[src/rtl/data_mem_arb_pkg.sv]
// Shared types and constants for the data-memory arbiter.
package data_mem_arb_pkg;

    // Access size encodings seen on both the requester side and the memory side.
    localparam logic [1:0] SIZE_BYTE    = 2'b00;
    localparam logic [1:0] SIZE_HALF    = 2'b01;
    localparam logic [1:0] SIZE_WORD    = 2'b10;
    localparam logic [1:0] SIZE_ILLEGAL = 2'b11;

    // Identifies which requester owns a command or response.
    typedef enum logic {
        PORT_0 = 1'b0,
        PORT_1 = 1'b1
    } port_id_t;

    // Width-independent part of a registered command. The address and store data
    // are added by the top module, where ADDR_W and DATA_W are known.
    typedef struct packed {
        logic     we;
        logic [1:0] size;
        logic     is_unsigned;
        logic     err;
        port_id_t port;
    } cmd_ctrl_t;

endpackage

[src/rtl/data_mem_arbiter_if.sv]
// Requester-side bus of the data-memory arbiter: one instance per port.
// The requester uses the master modport, the arbiter the slave modport.
interface data_mem_arbiter_if #(
    parameter int ADDR_W = 32,
    parameter int DATA_W = 32
);
    logic              req;
    logic              we;
    logic [ADDR_W-1:0] addr;
    logic [DATA_W-1:0] wdata;
    logic [1:0]        size;
    logic              is_unsigned;
    logic              gnt;
    logic              rvalid;
    logic [DATA_W-1:0] rdata;
    logic              err;

    modport master (
        output req, we, addr, wdata, size, is_unsigned,
        input  gnt, rvalid, rdata, err
    );

    modport slave (
        input  req, we, addr, wdata, size, is_unsigned,
        output gnt, rvalid, rdata, err
    );
endinterface

[src/rtl/data_mem_arbiter_mem_align_check.sv]
// Flags accesses whose size is illegal or whose address is not naturally aligned.
module mem_align_check
    import data_mem_arb_pkg::*;
(
    input  logic [1:0] size,
    input  logic [1:0] addr_lo,
    output logic       err
);

    // Half-words need an even address, words a multiple of four; size 11 never exists.
    always_comb begin
        // NOTE: every output of a combinational block gets a default first so no path leaves it unassigned and infers a latch.
        err = 1'b0;
        case (size)
            SIZE_BYTE: err = 1'b0;
            SIZE_HALF: err = addr_lo[0];
            SIZE_WORD: err = |addr_lo;
            default:   err = 1'b1;
        endcase
    end

endmodule

[src/rtl/data_mem_arbiter.sv]
// Two-port arbiter in front of a single data-memory port.
// Port 0 is the CPU load/store stage, port 1 a loader or DMA engine.
// Accepted requests pass through a command register that drives the memory and
// a response register that returns the read data one cycle later.
// Optional macro DATA_MEM_ARB_ROUND_ROBIN_EN: when defined, ties alternate using
// last_grant; when undefined, port 0 always wins ties.
module data_mem_arbiter
    import data_mem_arb_pkg::*;
#(
    parameter int ADDR_W = 32,
    parameter int DATA_W = 32
) (
    input  logic                clk,
    input  logic                rst_n,
    data_mem_arbiter_if.slave   p0,
    data_mem_arbiter_if.slave   p1,
    output logic [ADDR_W-1:0]   mem_address,
    output logic [DATA_W-1:0]   mem_write_data,
    output logic [1:0]          mem_data_size,
    output logic                mem_extension_type,
    output logic                mem_write_enable,
    input  logic [DATA_W-1:0]   mem_read_data,
    output logic                busy
);

    typedef struct packed {
        cmd_ctrl_t         ctrl;
        logic [ADDR_W-1:0] addr;
        logic [DATA_W-1:0] wdata;
    } cmd_t;

    logic gnt0;
    logic gnt1;
    logic accept;
    logic sel_err;
    cmd_t next_cmd;

    logic cmd_valid;
    cmd_t cmd;

    logic              rsp_valid;
    port_id_t          rsp_port;
    logic              rsp_err;
    logic [DATA_W-1:0] rsp_rdata;

`ifdef DATA_MEM_ARB_ROUND_ROBIN_EN
    port_id_t last_grant;

    // Remember the most recent winner; starting at port 1 hands the first tie to port 0.
    always_ff @(posedge clk or negedge rst_n) begin
        if (!rst_n) begin
            // NOTE: sequential state uses non-blocking assignments so every register samples pre-edge values.
            last_grant <= PORT_1;
        end else if (accept) begin
            last_grant <= gnt1 ? PORT_1 : PORT_0;
        end
    end

    // On a tie, grant the port that did not win last time.
    always_comb begin
        gnt0 = p0.req & (~p1.req | (last_grant == PORT_1));
        gnt1 = p1.req & (~p0.req | (last_grant == PORT_0));
    end
`else
    // Fixed priority: port 0 wins every tie, so port 1 may starve.
    always_comb begin
        gnt0 = p0.req;
        gnt1 = p1.req & ~p0.req;
    end
`endif

    assign p0.gnt = gnt0;
    assign p1.gnt = gnt1;
    assign accept = gnt0 | gnt1;

    // Select the winning request's fields into the next command.
    always_comb begin
        next_cmd = '0;
        if (gnt1) begin
            next_cmd.ctrl.we          = p1.we;
            next_cmd.ctrl.size        = p1.size;
            next_cmd.ctrl.is_unsigned = p1.is_unsigned;
            next_cmd.ctrl.port        = PORT_1;
            next_cmd.addr             = p1.addr;
            next_cmd.wdata            = p1.wdata;
        end else begin
            next_cmd.ctrl.we          = p0.we;
            next_cmd.ctrl.size        = p0.size;
            next_cmd.ctrl.is_unsigned = p0.is_unsigned;
            next_cmd.ctrl.port        = PORT_0;
            next_cmd.addr             = p0.addr;
            next_cmd.wdata            = p0.wdata;
        end
        next_cmd.ctrl.err = sel_err;
    end

    mem_align_check u_align (
        .size    (next_cmd.ctrl.size),
        .addr_lo (next_cmd.addr[1:0]),
        .err     (sel_err)
    );

    // Command stage: the payload only loads on an accept, so the memory inputs
    // hold their last values while the stage is idle.
    always_ff @(posedge clk or negedge rst_n) begin
        if (!rst_n) begin
            // NOTE: the payload is reset as well so every memory-side output reads 0 out of reset.
            cmd_valid <= 1'b0;
            cmd       <= '0;
        end else begin
            cmd_valid <= accept;
            if (accept) begin
                cmd <= next_cmd;
            end
        end
    end

    assign mem_address        = cmd.addr;
    assign mem_write_data     = cmd.wdata;
    assign mem_data_size      = cmd.ctrl.size;
    assign mem_extension_type = cmd.ctrl.is_unsigned;
    // Erroneous stores never write; reset clears cmd_valid and so drops this at once.
    assign mem_write_enable   = cmd_valid & cmd.ctrl.we & ~cmd.ctrl.err;

    // Response stage: capture load data at the end of the command cycle.
    always_ff @(posedge clk or negedge rst_n) begin
        if (!rst_n) begin
            rsp_valid <= 1'b0;
            rsp_port  <= PORT_0;
            rsp_err   <= 1'b0;
            rsp_rdata <= '0;
        end else begin
            rsp_valid <= cmd_valid;
            if (cmd_valid) begin
                rsp_port  <= cmd.ctrl.port;
                rsp_err   <= cmd.ctrl.err;
                rsp_rdata <= (~cmd.ctrl.we & ~cmd.ctrl.err) ? mem_read_data : '0;
            end
        end
    end

    // Route the single response to its originating port; the other port sees zeros.
    always_comb begin
        p0.rvalid = rsp_valid & (rsp_port == PORT_0);
        p1.rvalid = rsp_valid & (rsp_port == PORT_1);
        p0.err    = p0.rvalid & rsp_err;
        p1.err    = p1.rvalid & rsp_err;
        p0.rdata  = p0.rvalid ? rsp_rdata : '0;
        p1.rdata  = p1.rvalid ? rsp_rdata : '0;
    end

    assign busy = cmd_valid | rsp_valid;

endmodule
[src/flat_wrapper.sv]
// flat-port wrapper written by rule: the top's interface ports become plain ports
module data_mem_arbiter_flat import data_mem_arb_pkg::*;
#(
    parameter int ADDR_W = 32,
    parameter int DATA_W = 32
)
  (clk, rst_n, mem_address, mem_write_data, mem_data_size, mem_extension_type, mem_write_enable, mem_read_data, busy, p0_req, p0_we, p0_addr, p0_wdata, p0_size, p0_is_unsigned, p0_gnt, p0_rvalid, p0_rdata, p0_err, p1_req, p1_we, p1_addr, p1_wdata, p1_size, p1_is_unsigned, p1_gnt, p1_rvalid, p1_rdata, p1_err);
  data_mem_arbiter_if #(.ADDR_W(ADDR_W), .DATA_W(DATA_W)) p0_i ();
  data_mem_arbiter_if #(.ADDR_W(ADDR_W), .DATA_W(DATA_W)) p1_i ();
  input  logic clk;
  input  logic rst_n;
  output logic [ADDR_W-1:0] mem_address;
  output logic [DATA_W-1:0] mem_write_data;
  output logic [1:0] mem_data_size;
  output logic mem_extension_type;
  output logic mem_write_enable;
  input  logic [DATA_W-1:0] mem_read_data;
  output logic busy;
  input wire logic [$bits(p0_i.req)-1:0] p0_req;
  input wire logic [$bits(p0_i.we)-1:0] p0_we;
  input wire logic [$bits(p0_i.addr)-1:0] p0_addr;
  input wire logic [$bits(p0_i.wdata)-1:0] p0_wdata;
  input wire logic [$bits(p0_i.size)-1:0] p0_size;
  input wire logic [$bits(p0_i.is_unsigned)-1:0] p0_is_unsigned;
  output wire logic [$bits(p0_i.gnt)-1:0] p0_gnt;
  output wire logic [$bits(p0_i.rvalid)-1:0] p0_rvalid;
  output wire logic [$bits(p0_i.rdata)-1:0] p0_rdata;
  output wire logic [$bits(p0_i.err)-1:0] p0_err;
  input wire logic [$bits(p1_i.req)-1:0] p1_req;
  input wire logic [$bits(p1_i.we)-1:0] p1_we;
  input wire logic [$bits(p1_i.addr)-1:0] p1_addr;
  input wire logic [$bits(p1_i.wdata)-1:0] p1_wdata;
  input wire logic [$bits(p1_i.size)-1:0] p1_size;
  input wire logic [$bits(p1_i.is_unsigned)-1:0] p1_is_unsigned;
  output wire logic [$bits(p1_i.gnt)-1:0] p1_gnt;
  output wire logic [$bits(p1_i.rvalid)-1:0] p1_rvalid;
  output wire logic [$bits(p1_i.rdata)-1:0] p1_rdata;
  output wire logic [$bits(p1_i.err)-1:0] p1_err;
  assign p0_i.req = p0_req;
  assign p0_i.we = p0_we;
  assign p0_i.addr = p0_addr;
  assign p0_i.wdata = p0_wdata;
  assign p0_i.size = p0_size;
  assign p0_i.is_unsigned = p0_is_unsigned;
  assign p0_gnt = p0_i.gnt;
  assign p0_rvalid = p0_i.rvalid;
  assign p0_rdata = p0_i.rdata;
  assign p0_err = p0_i.err;
  assign p1_i.req = p1_req;
  assign p1_i.we = p1_we;
  assign p1_i.addr = p1_addr;
  assign p1_i.wdata = p1_wdata;
  assign p1_i.size = p1_size;
  assign p1_i.is_unsigned = p1_is_unsigned;
  assign p1_gnt = p1_i.gnt;
  assign p1_rvalid = p1_i.rvalid;
  assign p1_rdata = p1_i.rdata;
  assign p1_err = p1_i.err;
  data_mem_arbiter #(.ADDR_W(ADDR_W), .DATA_W(DATA_W)) u_core (.clk(clk), .rst_n(rst_n), .p0(p0_i), .p1(p1_i), .mem_address(mem_address), .mem_write_data(mem_write_data), .mem_data_size(mem_data_size), .mem_extension_type(mem_extension_type), .mem_write_enable(mem_write_enable), .mem_read_data(mem_read_data), .busy(busy));
endmodule
[config.mk]
export PLATFORM = sky130hd
export DESIGN_NAME = data_mem_arbiter_flat
export DESIGN_NICKNAME = d
export VERILOG_FILES = /design/src/rtl/data_mem_arb_pkg.sv /design/src/rtl/data_mem_arbiter_if.sv /design/src/rtl/data_mem_arbiter_mem_align_check.sv /design/src/rtl/data_mem_arbiter.sv /design/src/flat_wrapper.sv
export SDC_FILE = /design/constraint.sdc
export NUM_CORES = 1
export LEC_CHECK = 0
export CORE_MARGIN = 2
export CORE_UTILIZATION = 35
export CTS_CLUSTER_SIZE = 30
export DETAILED_ROUTE_END_ITERATION = 8
export PLACE_DENSITY = 0.88
export SKIP_CTS_REPAIR_TIMING = 1
export SLEW_MARGIN = 10
export SYNTH_ARGS = -nofsm -noshare
export SYNTH_HDL_FRONTEND = slang
export SYNTH_SLANG_ARGS = --single-unit
[constraint.sdc]
create_clock -name clk -period 1.14 [get_ports clk]
set_input_delay 0.228 -clock clk [delete_from_list [all_inputs] [get_ports clk]]
set_output_delay 0.228 -clock clk [all_outputs]
set_load 0.005 [all_outputs]
# Word level (Yosys, flattened, before mapping)
# Cells that the tools add are included.
# totals
output_inout_bits,139
register_bits,106
in_bits,172
elab_cells,36
# classes
eq_ne,2
bitwise_logic,14
n_reduce_logical,2
muxes,6
# ops
cell,n
2-to-1 mux 32 bit,3
2-to-1 mux 65 bit,1
AND 1 bit,8
2-to-1 mux 4 bit,1
NOT 1 bit,4
one-hot mux 1 bit (3 select lines),1
"equality test 2 x 1 -> 1 bit, second input constant",1
"equality test 2 bit, second input constant",1
logical NOT 2 bit,1
OR 1 bit,2
OR reduction 2 bit,1

# Longest topological paths before layout
# Gate-level depths: netlist of run 1.
# logic_depth
depth_word,5
depth_mapped,5
mapped_depth_nobuf,3

# Hierarchy
# A second synthesis of run 1 with hierarchy kept.
# hier_totals
hier_cells,604
hier_area_um2,5744.3
# modules_own_cells
module,area_per_inst_um2,instances,cells_per_inst,seq_area_each_um2
data_mem_arbiter,5730.5,1,601,2652.5
mem_align_check,13.8,1,3,0.0

# Worst setup path before layout of run 1
# Ideal clock, no wire load.
# synth_timing
path_kind,register to output
start,register u_core.rsp_valid
end,output p0_rdata[22]
path_slack_ns,0.006
arrival_time_ns,0.906
n_path_buf,1
path_stages_with_launch,4
cell_sequence,dfrtp_1 > nor2b_4 > buf_2 > and2_1
# synth_between
elab_chain_len,2
# synth_lines
item,line_no,source
"start, declared",data_mem_arbiter.sv:41,logic rsp_valid;
"start signal, assigned",data_mem_arbiter.sv:133,rsp_valid <= cmd_valid;
AND 1 bit,data_mem_arbiter.sv:144,p0.rvalid = rsp_valid & (rsp_port == PORT_0);
named net p0_rvalid,flat_wrapper.sv:26,output wire logic [$bits(p0_i.rvalid)-1:0] p0_rvalid;
2-to-1 mux 32 bit,data_mem_arbiter.sv:148,p0.rdata = p0.rvalid ? rsp_rdata : '0;
"end, declared",flat_wrapper.sv:27,output wire logic [$bits(p0_i.rdata)-1:0] p0_rdata;
# The timed path passes the listed nets, and every way through them passes these cells.

# Worst setup path after layout of run 1
# layout_timing
start,register u_core.rsp_valid
end,output p0_rdata[2]
# layout_between
elab_chain_len,2
# layout_lines
item,line_no
AND 1 bit,data_mem_arbiter.sv:144
2-to-1 mux 32 bit,data_mem_arbiter.sv:148
# Every way passes these cells.

==> results of run 1 <==
cell type report:
type / count / share of cell area [%]
clock buffer: 10 / 2.49
clock inverter: 4 / 0.549
inverter: 32 / 1.25
multi-input combinational: 353 / 26.4
sequential: 106 / 27.7
tap: 216 / 2.82
timing repair buffer: 387 / 38.7
stage by stage:
step	utilization (%)	setup TNS [ns]	hold slack, ns	power, mW	std cells
finish	60.5	-49.17	0.248	10.4	1108
global route	60.5	-54.71	0.266	10.9	1108
CTS	56.2	-85.31	-0.308	10.0	1063
detailed placement	54.3	-43.75	0.0743	6.84	1049
global placement	54.3	-39.43	0.0724	6.77	1049
floorplan	-	0	-0.0676	5.44	598
kinds of logic after synthesis:
kind of cell	synth area share (%)
multiplexers	12.4
buffers and inverters	15.6
AND/OR/NAND/NOR	15.9
AO/OA/AOI/OAI	9.19
flip-flops	46.9
worst max-delay path: cells and delay by family, from the launching register on:
family | cells | cell delay (ns)
and+or+nand+nor | 2 | 0.31
DFF | 1 | 0.42
buffers and inverters | 4 | 0.51
state kept, by name, summed over array words and instances (netlist names):
signal and flops:
u_core.cmd_valid 1, u_core.mem_extension_type 1, u_core.mem_write_data 32, u_core.mem_data_size 2, u_core.rsp_port 1, u_core.rsp_rdata 32, u_core.cmd 3, u_core.rsp_valid 1
u_core.mem_address 32, u_core.rsp_err 1
per-layer routing:
metal | share of wire [%] | routed length (um) | track usage, %
met5 | 0 | 0 | 0
met4 | 3.7 | 762 | 6.51
met3 | 11 | 2220 | 6.66
met1 | 34 | 7040 | 20.5
met2 | 51 | 10500 | 33.3
cells in the final DEF (no fill, tap or decap), drive strengths merged:
cell type,netlist,layout
clkdlybuf4s50,0,169
dfrtp,106,106
buf,89,103
nand2,101,101
o21ai,100,100
clkbuf,18,99
mux2i,68,68
and2,34,34
inv,32,33
and3,33,33
dlymetal6s2s,0,25
nor2b,2,2
or2,2,2
mux2,2,2
nor2,2,2
nor3b,2,2
clkinv,0,2
and3b,1,1
nor3,1,1
or3,1,1
a31oi,1,1
o311ai,1,1
nand3,1,1
nand4,1,1
bufinv,0,1
dlygate4sd3,0,1
worst paths after layout:
path | from | end
worst min register to register | u_core.cmd[64]$_DFFE_PN0P_ | u_core.cmd[64]$_DFFE_PN0P_
worst min-delay path | rst_n | u_core.mem_address[12]$_DFFE_PN0P_
worst max-delay path | u_core.rsp_valid$_DFF_PN0_ | p0_rdata[2]
worst max register to register | u_core.cmd_valid$_DFF_PN0_ | u_core.rsp_rdata[5]$_DFFE_PN0P_
max in group asynchronous | rst_n | u_core.mem_write_data[25]$_DFFE_PN0P_
min in group clk | p0_req | u_core.cmd[64]$_DFFE_PN0P_
power groups by stage:
| stage | combinational (mW) | sequential [mW] | clock, mW |
|---|---|---|---|
| 2_1_floorplan | 1.12 | 4.32 | 0 |
| 3_3_place_gp | 2.39 | 4.38 | 0 |
| 3_5_place_dp | 2.45 | 4.39 | 0 |
| 4_1_cts | 2.46 | 4.33 | 3.23 |
| 5_1_grt | 3.20 | 4.38 | 3.36 |
| 6_report | 2.96 | 4.35 | 3.13 |
==> impl_metrics.py, run 1 <==
metrics = {
    "clock_network": {
        "numCtsBuffers": 9,
        "cts.clk_slew.worst_paths_ns": 0.07,
        "insertion_delay_ns": 0.34,
        "cts_root_buf": "clkbuf_16",
        "cts_tree": "yes",
        "cts_buffer_depth": 2,
        "clock_sinks": 106,
        "htreeDepth": 3,
    },
    "layout": {
        "nFillCells": 1220,
        "syn_to_final_growth_pct": 69.5,
        "regArea_um2": 2650,
        "num_antenna_cells": 0,
        "layout-drive-gt1-share_pct": 34.1,
        "nets": 1061,
        "multiInputGateArea_um2": 2530,
        "fin_area_um2": 9580,
    },
    "synthesis": {
        "seq_area_frac_synth_pct": 46.9,
        "synth_commonest_cells": "dfrtp_1 (106), nand2_1 (101), o21ai_0 (93)",
        "syn-cell-area_um2": 5650,
        "synth.distinct_cells": 28,
        "netlist_top_cells_area": "dfrtp_1 (47%), mux2i_1 (12%), buf_4 (9.0%)",
        "synth_top_area_share_pct": 46.9,
        "async_flop_share_pct": 100,
        "syn_inst": 598,
        "ys_ff_latch": 106,
        "yosysTopAreaCell": "dfrtp_1",
        "ys.flop_type": "dfrtp_1",
        "synth_edf_count": 0,
        "synth.most_common_cell": "dfrtp_1",
        "yosys_warnings": 0,
        "syn_area_per_cell_um2": 9.45,
        "synth_nets": 770,
    },
    "worst_setup_path": {
        "crit_arrival_ns": 1.59,
        "reg2reg_depth": 6,
        "worst-setup-path-type": "reg2out",
        "crit_path_end_kind": "primary output",
        "rrSetupSlack_ns": -0.41,
        "cp_slowest_cell": "dfrtp_1",
        "cp.required_ns": 0.91,
        "startpoint_type": "flop",
        "slowest_delay_ns": 0.42,
        "crit_chain": "nor2b_4 -> buf_12 -> clkbuf_16 -> buf_6 -> and2_4 -> clkbuf_2",
        "critPathMaxFanout": 6,
    },
    "detailed_routing": {
        "num_vias": 5401,
        "drt_first_iter_violations": 222,
        "drc": 0,
        "vias_per_cell": 4.87,
        "routed_wl_um": 20600,
        "antenna_left": 0,
        "wire_per_inst_um": 18.6,
        "dr.pass1.iters": 4,
    },
    "power_and_ir_drop": {
        "p_clk_share_pct": 29.9,
        "switching_share_pct": 27.3,
        "seqPwrFrac_pct": 41.7,
        "p_int_mw": 7.58,
        "ir_drop_mv": 0.877,
        "pwr-share-comb_pct": 28.3,
        "leakagePower_nw": 4.90,
        "switchingPower_mw": 2.85,
        "power_density_nw_per_um2": 1090,
    },
    "job": {
        "cap_violations": 0,
    },
    "sta": {
        "maxSlewViolCount": 0,
        "rsz0062_at_grt": "true",
        "setup_viol": 103,
        "tightest_slew_ns": 0.472,
        "finalHoldViolCount": 0,
        "relSlewSlack_pct": 68.5,
        "skew_ns": 0.00907,
        "finalCritPeriodShare_pct": 159,
        "finalCriticalPeriod_ns": 1.82,
        "max_freq_mhz": 550,
        "layout_setup_ws_ns": -0.677,
    },
    "floorplanning": {
        "die_w_um": 131,
        "core_um2": 15800,
        "num_rows": 46,
        "die_area_um2": 17200,
        "dieHeight_um": 131,
        "ios": 311,
        "initial_core_util_pct": 35.7,
    },
    "placement": {
        "dpl_worst_slack_ns": -0.475,
        "gp_congestion": 0.777,
        "dpl.hpwl_um": 12900,
        "dpl_cell_area_um2": 8600,
        "port_buffers": 310,
    },
    "grt": {
        "grt_max_degree": 75,
        "grtUsageTotal_pct": 18.6,
        "grt_pass1_vias": 4820,
        "grt_overflow_total": 0,
        "antenna_found_initial": 0,
        "grt_pass1_wl_um": 24700,
    },
    "hold_path": {
        "hold_class": "in2async",
    },
    "status": {
        "outcome": "finished with violations",
        "violations": "setup timing",
    },
}
(Power assumes the default switching activity.)
==> run 2, diff against run 1 <==
MAX_ROUTING_LAYER = met4   (was not set)
==> impl_metrics.py, run 2 (same netlist as run 1, synthesis figures left out) <==
metrics = {
    "placement": {
        "port_buffers": 310,
        "dpl.hpwl_um": 12900,
        "gp_congestion": 0.788,
    },
    "grt": {
        "grt_pass1_vias": 4839,
        "antenna_found_initial": 0,
        "grt_max_degree": 75,
        "gr-usage-met1_pct": 21.4,
        "grt_pass1_wl_um": 24600,
        "grtUsageTotal_pct": 19.2,
        "busiest_layer": "met2",
        "grt_overflow_total": 0,
        "use_met2_pct": 33.2,
        "use_met3_pct": 5.52,
    },
    "clock_network": {
        "insertion_delay_ns": 0.34,
        "htreeDepth": 3,
        "numCtsBuffers": 9,
        "cts_root_buf": "clkbuf_16",
        "clock_sinks": 106,
        "cts_tree": "yes",
        "cts_buffer_depth": 2,
        "cts.clk_slew.worst_paths_ns": 0.07,
    },
    "power_and_ir_drop": {
        "p_int_mw": 7.59,
        "switching_share_pct": 27.4,
        "leakagePower_nw": 4.91,
        "seqPwrFrac_pct": 41.6,
        "p_clk_share_pct": 30.0,
        "power_density_nw_per_um2": 1090,
        "ir_drop_mv": 0.880,
        "switchingPower_mw": 2.86,
        "pwr-share-comb_pct": 28.4,
    },
    "worst_setup_path": {
        "path_depth": 6,
        "crit_arrival_ns": 1.59,
        "slowest_delay_ns": 0.42,
        "rrSetupSlack_ns": -0.43,
        "startpoint_type": "flop",
        "crit_buf_inv": 4,
        "worst-setup-path-type": "reg2out",
        "critPathMaxFanout": 6,
        "crit_path_end_kind": "primary output",
        "r2r-end": "u_core.rsp_rdata[5]$_DFFE_PN0P_",
        "cp-startpoint": "u_core.rsp_valid$_DFF_PN0_",
        "r2r-start": "u_core.cmd_valid$_DFF_PN0_",
        "crit_chain": "nor2b_4 -> buf_12 -> clkbuf_16 -> buf_6 -> and2_4 -> clkbuf_2",
        "cp.required_ns": 0.91,
        "cp_slowest_cell": "dfrtp_1",
        "endpoint": "p0_rdata[2]",
        "reg2reg_depth": 6,
        "crit_family": "buffers and inverters",
    },
    "sta": {
        "skew_ns": 0.0103,
        "relSlewSlack_pct": 68.0,
        "maxSlewViolCount": 0,
        "finalCritPeriodShare_pct": 160,
        "setup_viol": 103,
        "finalCriticalPeriod_ns": 1.82,
        "finalSetupTns_ns": -49.23,
        "tightest_slew_ns": 0.480,
        "hold_ws_ns": 0.248,
        "max_freq_mhz": 549,
        "finalHoldViolCount": 0,
        "layout_setup_ws_ns": -0.680,
        "rsz0062_at_grt": "true",
    },
    "floorplanning": {
        "die_area_um2": 17200,
        "initial_core_util_pct": 35.7,
        "dieHeight_um": 131,
        "num_rows": 46,
        "core_um2": 15800,
        "die_w_um": 131,
        "ios": 311,
    },
    "detailed_routing": {
        "num_vias": 5398,
        "routed_wl_um": 20600,
        "drt_first_iter_violations": 198,
        "dr.pass1.iters": 5,
        "wire_per_inst_um": 18.6,
        "vias_per_cell": 4.87,
        "drc": 0,
        "antenna_left": 0,
    },
    "layout": {
        "syn_to_final_growth_pct": 69.7,
        "nets": 1062,
        "final_cell_mix": "clkdlybuf4s50_1 (169), dfrtp_1 (106), clkbuf_2 (80)",
        "final_common_cell": "clkdlybuf4s50_1",
        "num_antenna_cells": 0,
        "layout-drive-gt1-share_pct": 34.0,
        "nFillCells": 1219,
    },
    "hold_path": {
        "hold_class": "in2async",
    },
    "status": {
        "outcome": "finished with violations",
        "violations": "setup timing",
    },
    "job": {
        "cap_violations": 0,
    },
}
-- run 2: layout make-up --
class / instances / area [um^2] / area share [%]
flip-flops and latches: 106 / 2650 / 27.6
inverters: 32 / 120 / 1.25
clock inverters: 4 / 52.6 / 0.548
repair buffers: 388 / 3730 / 38.8
clock buffers: 10 / 239 / 2.49
multi-input cells: 353 / 2530 / 26.4
well taps: 216 / 270 / 2.82
-- run 2: power by group through the flow --
stage	Sequential, mW	Clock (mW)	Combinational (mW)
after floorplan	4.32	0	1.12
after global placement	4.38	0	2.39
after detailed placement	4.39	0	2.45
after CTS	4.33	3.23	2.46
after global routing	4.38	3.36	3.20
final	4.35	3.13	2.96
-- run 2: how the worst min path moves through the flow --
stage                     startpoint                            endpoint  slack (ns)  depth (start not counted)
after floorplan                rst_n          u_core.cmd[64]$_DFFE_PN0P_       -0.07                          0
after global routing           rst_n  u_core.mem_address[12]$_DFFE_PN0P_        0.27                          2
final                          rst_n  u_core.mem_address[12]$_DFFE_PN0P_        0.25                          2
after detailed placement       rst_n  u_core.mem_address[12]$_DFFE_PN0P_        0.07                          1
after global placement         rst_n  u_core.mem_address[12]$_DFFE_PN0P_        0.07                          1
after CTS                      rst_n  u_core.mem_address[12]$_DFFE_PN0P_       -0.31                          1
-- run 2: stage by stage --
| step | utilization, % | area (um^2) | std cells | worst slack [ns] | power, mW |
|---|---|---|---|---|---|
| floorplan | - | 5650 | 598 | 0.00641 | 5.44 |
| global placement | 54.3 | 8600 | 1049 | -0.420 | 6.77 |
| detailed placement | 54.3 | 8600 | 1049 | -0.475 | 6.84 |
| CTS | 56.2 | 8890 | 1063 | -0.860 | 10.0 |
| global route | 60.6 | 9590 | 1109 | -0.728 | 10.9 |
| finish | 60.6 | 9590 | 1109 | -0.680 | 10.5 |
-- run 2: per-layer routing --
metal	share of wire [%]	up-vias
li1	-	2484
met3	9.5	45
met5	0	-
met2	52	294
met1	36	2575
met4	3.2	0
-- run 2: worst register-to-register path: stages, from the launching register on --
cell and delay [ns]:
dfrtp_1 0.37, buf_6 0.12, buf_12 0.10, nor3b_4 0.43, buf_6 0.24, nand2_1 0.09
o21ai_1 0.13
==> run 3, diff against run 2 <==
GPL_TIMING_DRIVEN = 0   (was not set)
MAX_ROUTING_LAYER = not set   (was met4)
REMOVE_ABC_BUFFERS = 1   (was not set)
==> impl_metrics.py, run 3 (same netlist as run 1, synthesis figures left out) <==
metrics = {
    "floorplanning": {
        "core_um2": 15800,
        "die_area_um2": 17200,
        "ios": 311,
        "num_rows": 46,
        "dieHeight_um": 131,
        "initial_core_util_pct": 35.7,
        "die_w_um": 131,
    },
    "grt": {
        "grtUsageTotal_pct": 18.3,
        "grt_pass1_wl_um": 24400,
        "antenna_found_initial": 0,
        "grt_max_degree": 83,
        "grt_overflow_total": 0,
        "grt_pass1_vias": 4803,
    },
    "clock_network": {
        "numCtsBuffers": 9,
        "cts.clk_slew.worst_paths_ns": 0.08,
        "htreeDepth": 3,
        "cts_buffer_depth": 2,
        "clock_sinks": 106,
        "cts_root_buf": "clkbuf_16",
        "cts_tree": "yes",
        "insertion_delay_ns": 0.34,
    },
    "worst_setup_path": {
        "cp-startpoint": "u_core.rsp_valid$_DFF_PN0_",
        "worst-setup-path-type": "reg2out",
        "crit_path_end_kind": "primary output",
        "startpoint_type": "flop",
        "cp.required_ns": 0.91,
        "r2r-start": "u_core.cmd_valid$_DFF_PN0_",
        "critPathMaxFanout": 18,
        "path_depth": 3,
        "rrSetupSlack_ns": -0.27,
        "r2r-end": "u_core.rsp_rdata[20]$_DFFE_PN0P_",
        "slowest_delay_ns": 0.51,
        "crit_family": "buffers and inverters",
        "endpoint": "p1_rdata[11]",
        "crit_chain": "buf_8 -> and3_1 -> clkdlybuf4s50_1",
        "crit_arrival_ns": 1.73,
        "cp_slowest_cell": "clkdlybuf4s50_1",
        "reg2reg_depth": 6,
        "crit_buf_inv": 2,
    },
    "layout": {
        "fin_util_pct": 59.5,
        "nets": 1054,
        "num_antenna_cells": 0,
        "nFillCells": 1261,
        "layout-drive-gt1-share_pct": 27.4,
        "final_common_cell": "clkdlybuf4s50_1",
        "syn_to_final_growth_pct": 66.6,
        "multiInputGateArea_um2": 2350,
        "final_cell_mix": "clkdlybuf4s50_1 (197), dfrtp_1 (102), clkbuf_2 (72)",
        "regArea_um2": 2670,
    },
    "power_and_ir_drop": {
        "ir_drop_mv": 0.663,
        "power_density_nw_per_um2": 1080,
        "leakagePower_nw": 4.75,
    },
    "job": {
        "cap_violations": 0,
    },
    "placement": {
        "port_buffers": 310,
        "dpl_worst_slack_ns": -1.63,
        "gp_congestion": 0.763,
        "dpl.hpwl_um": 12300,
    },
    "sta": {
        "maxSlewViolCount": 0,
        "finalHoldViolCount": 51,
        "max_freq_mhz": 511,
        "finalCriticalPeriod_ns": 1.96,
        "skew_ns": 0.00566,
        "setup_viol": 101,
        "tightest_slew_ns": 0.509,
        "layout_setup_ws_ns": -0.816,
        "hold_ws_ns": -0.187,
        "finalCritPeriodShare_pct": 172,
        "rsz0062_at_grt": "true",
        "relSlewSlack_pct": 66.0,
    },
    "detailed_routing": {
        "drt_first_iter_violations": 247,
        "antenna_left": 0,
        "routed_wl_um": 21600,
        "wire_per_inst_um": 19.6,
        "drc": 0,
        "dr.pass1.iters": 5,
        "vias_per_cell": 4.97,
        "num_vias": 5486,
    },
    "hold_path": {
        "hold_class": "in2async",
    },
    "status": {
        "violations": "hold timing, setup timing",
        "outcome": "finished with violations",
    },
}
## run 3: cell count changes in the layout (fill, tap and decap cells not counted), sizes merged, moves of 2 or more
cell,change
dlymetal6s2s,-2
clkdlybuf4s50,+28
clkbuf,-4
buf,-29
clkinvlp,+2
## run 3: worst min path at each step
| stage | from | end | depth (start not counted) |
|---|---|---|---|
| global route | rst_n | u_core.mem_write_data[21]$_DFFE_PN0P_ | 1 |
| floorplan | rst_n | u_core.cmd[64]$_DFFE_PN0P_ | 0 |
| finish | rst_n | u_core.mem_write_data[21]$_DFFE_PN0P_ | 1 |
| global placement | u_core.cmd[64]$_DFFE_PN0P_ | u_core.cmd[64]$_DFFE_PN0P_ | 2 |
| CTS | rst_n | u_core.mem_write_data[21]$_DFFE_PN0P_ | 1 |
| detailed placement | rst_n | u_core.mem_write_data[21]$_DFFE_PN0P_ | 1 |
## run 3: metal layers
metal | GRT usage, % | wire (um) | up-vias
li1 | - | - | 2476
met4 | 6.20 | 547 | 0
met2 | 32.3 | 10900 | 326
met1 | 20.1 | 7730 | 2648
met3 | 7.31 | 2410 | 36
met5 | 0 | 0 | -
## run 3: cell type report
class,count,area share [%]
clock buffer,11,2.47
inverter,32,1.28
timing repair buffer,379,39.7
sequential,106,28.3
tap,216,2.87
multi-input combinational,354,25.0
clock inverter,5,0.399
## run 3: through the flow
stage	TNS (ns)	cell area (um^2)	hold WS [ns]	std cells	power, mW
floorplan	-35.22	4890	-0.0676	491	4.96
global placement	-824.52	8270	0.468	1017	6.70
detailed placement	-145.22	8340	0.210	1020	6.71
CTS	-176.42	8610	-0.180	1036	9.70
global route	-59.12	9420	-0.153	1103	10.6
finish	-54.48	9420	-0.187	1103	10.1
## run 3: where the power goes
part,switching [mW],internal (mW),total (mW)
Sequential,0.246,4.11,4.35
Combinational,1.17,1.67,2.84
Clock,1.46,1.50,2.96
## run 3: worst register-to-register path: stages (launching register included)
cell	delay [ns]
dfrtp_4	0.44
buf_6	0.12
nor3b_4	0.22
buf_6	0.21
clkbuf_16	0.20
nand2_2	0.06
o21ai_1	0.08
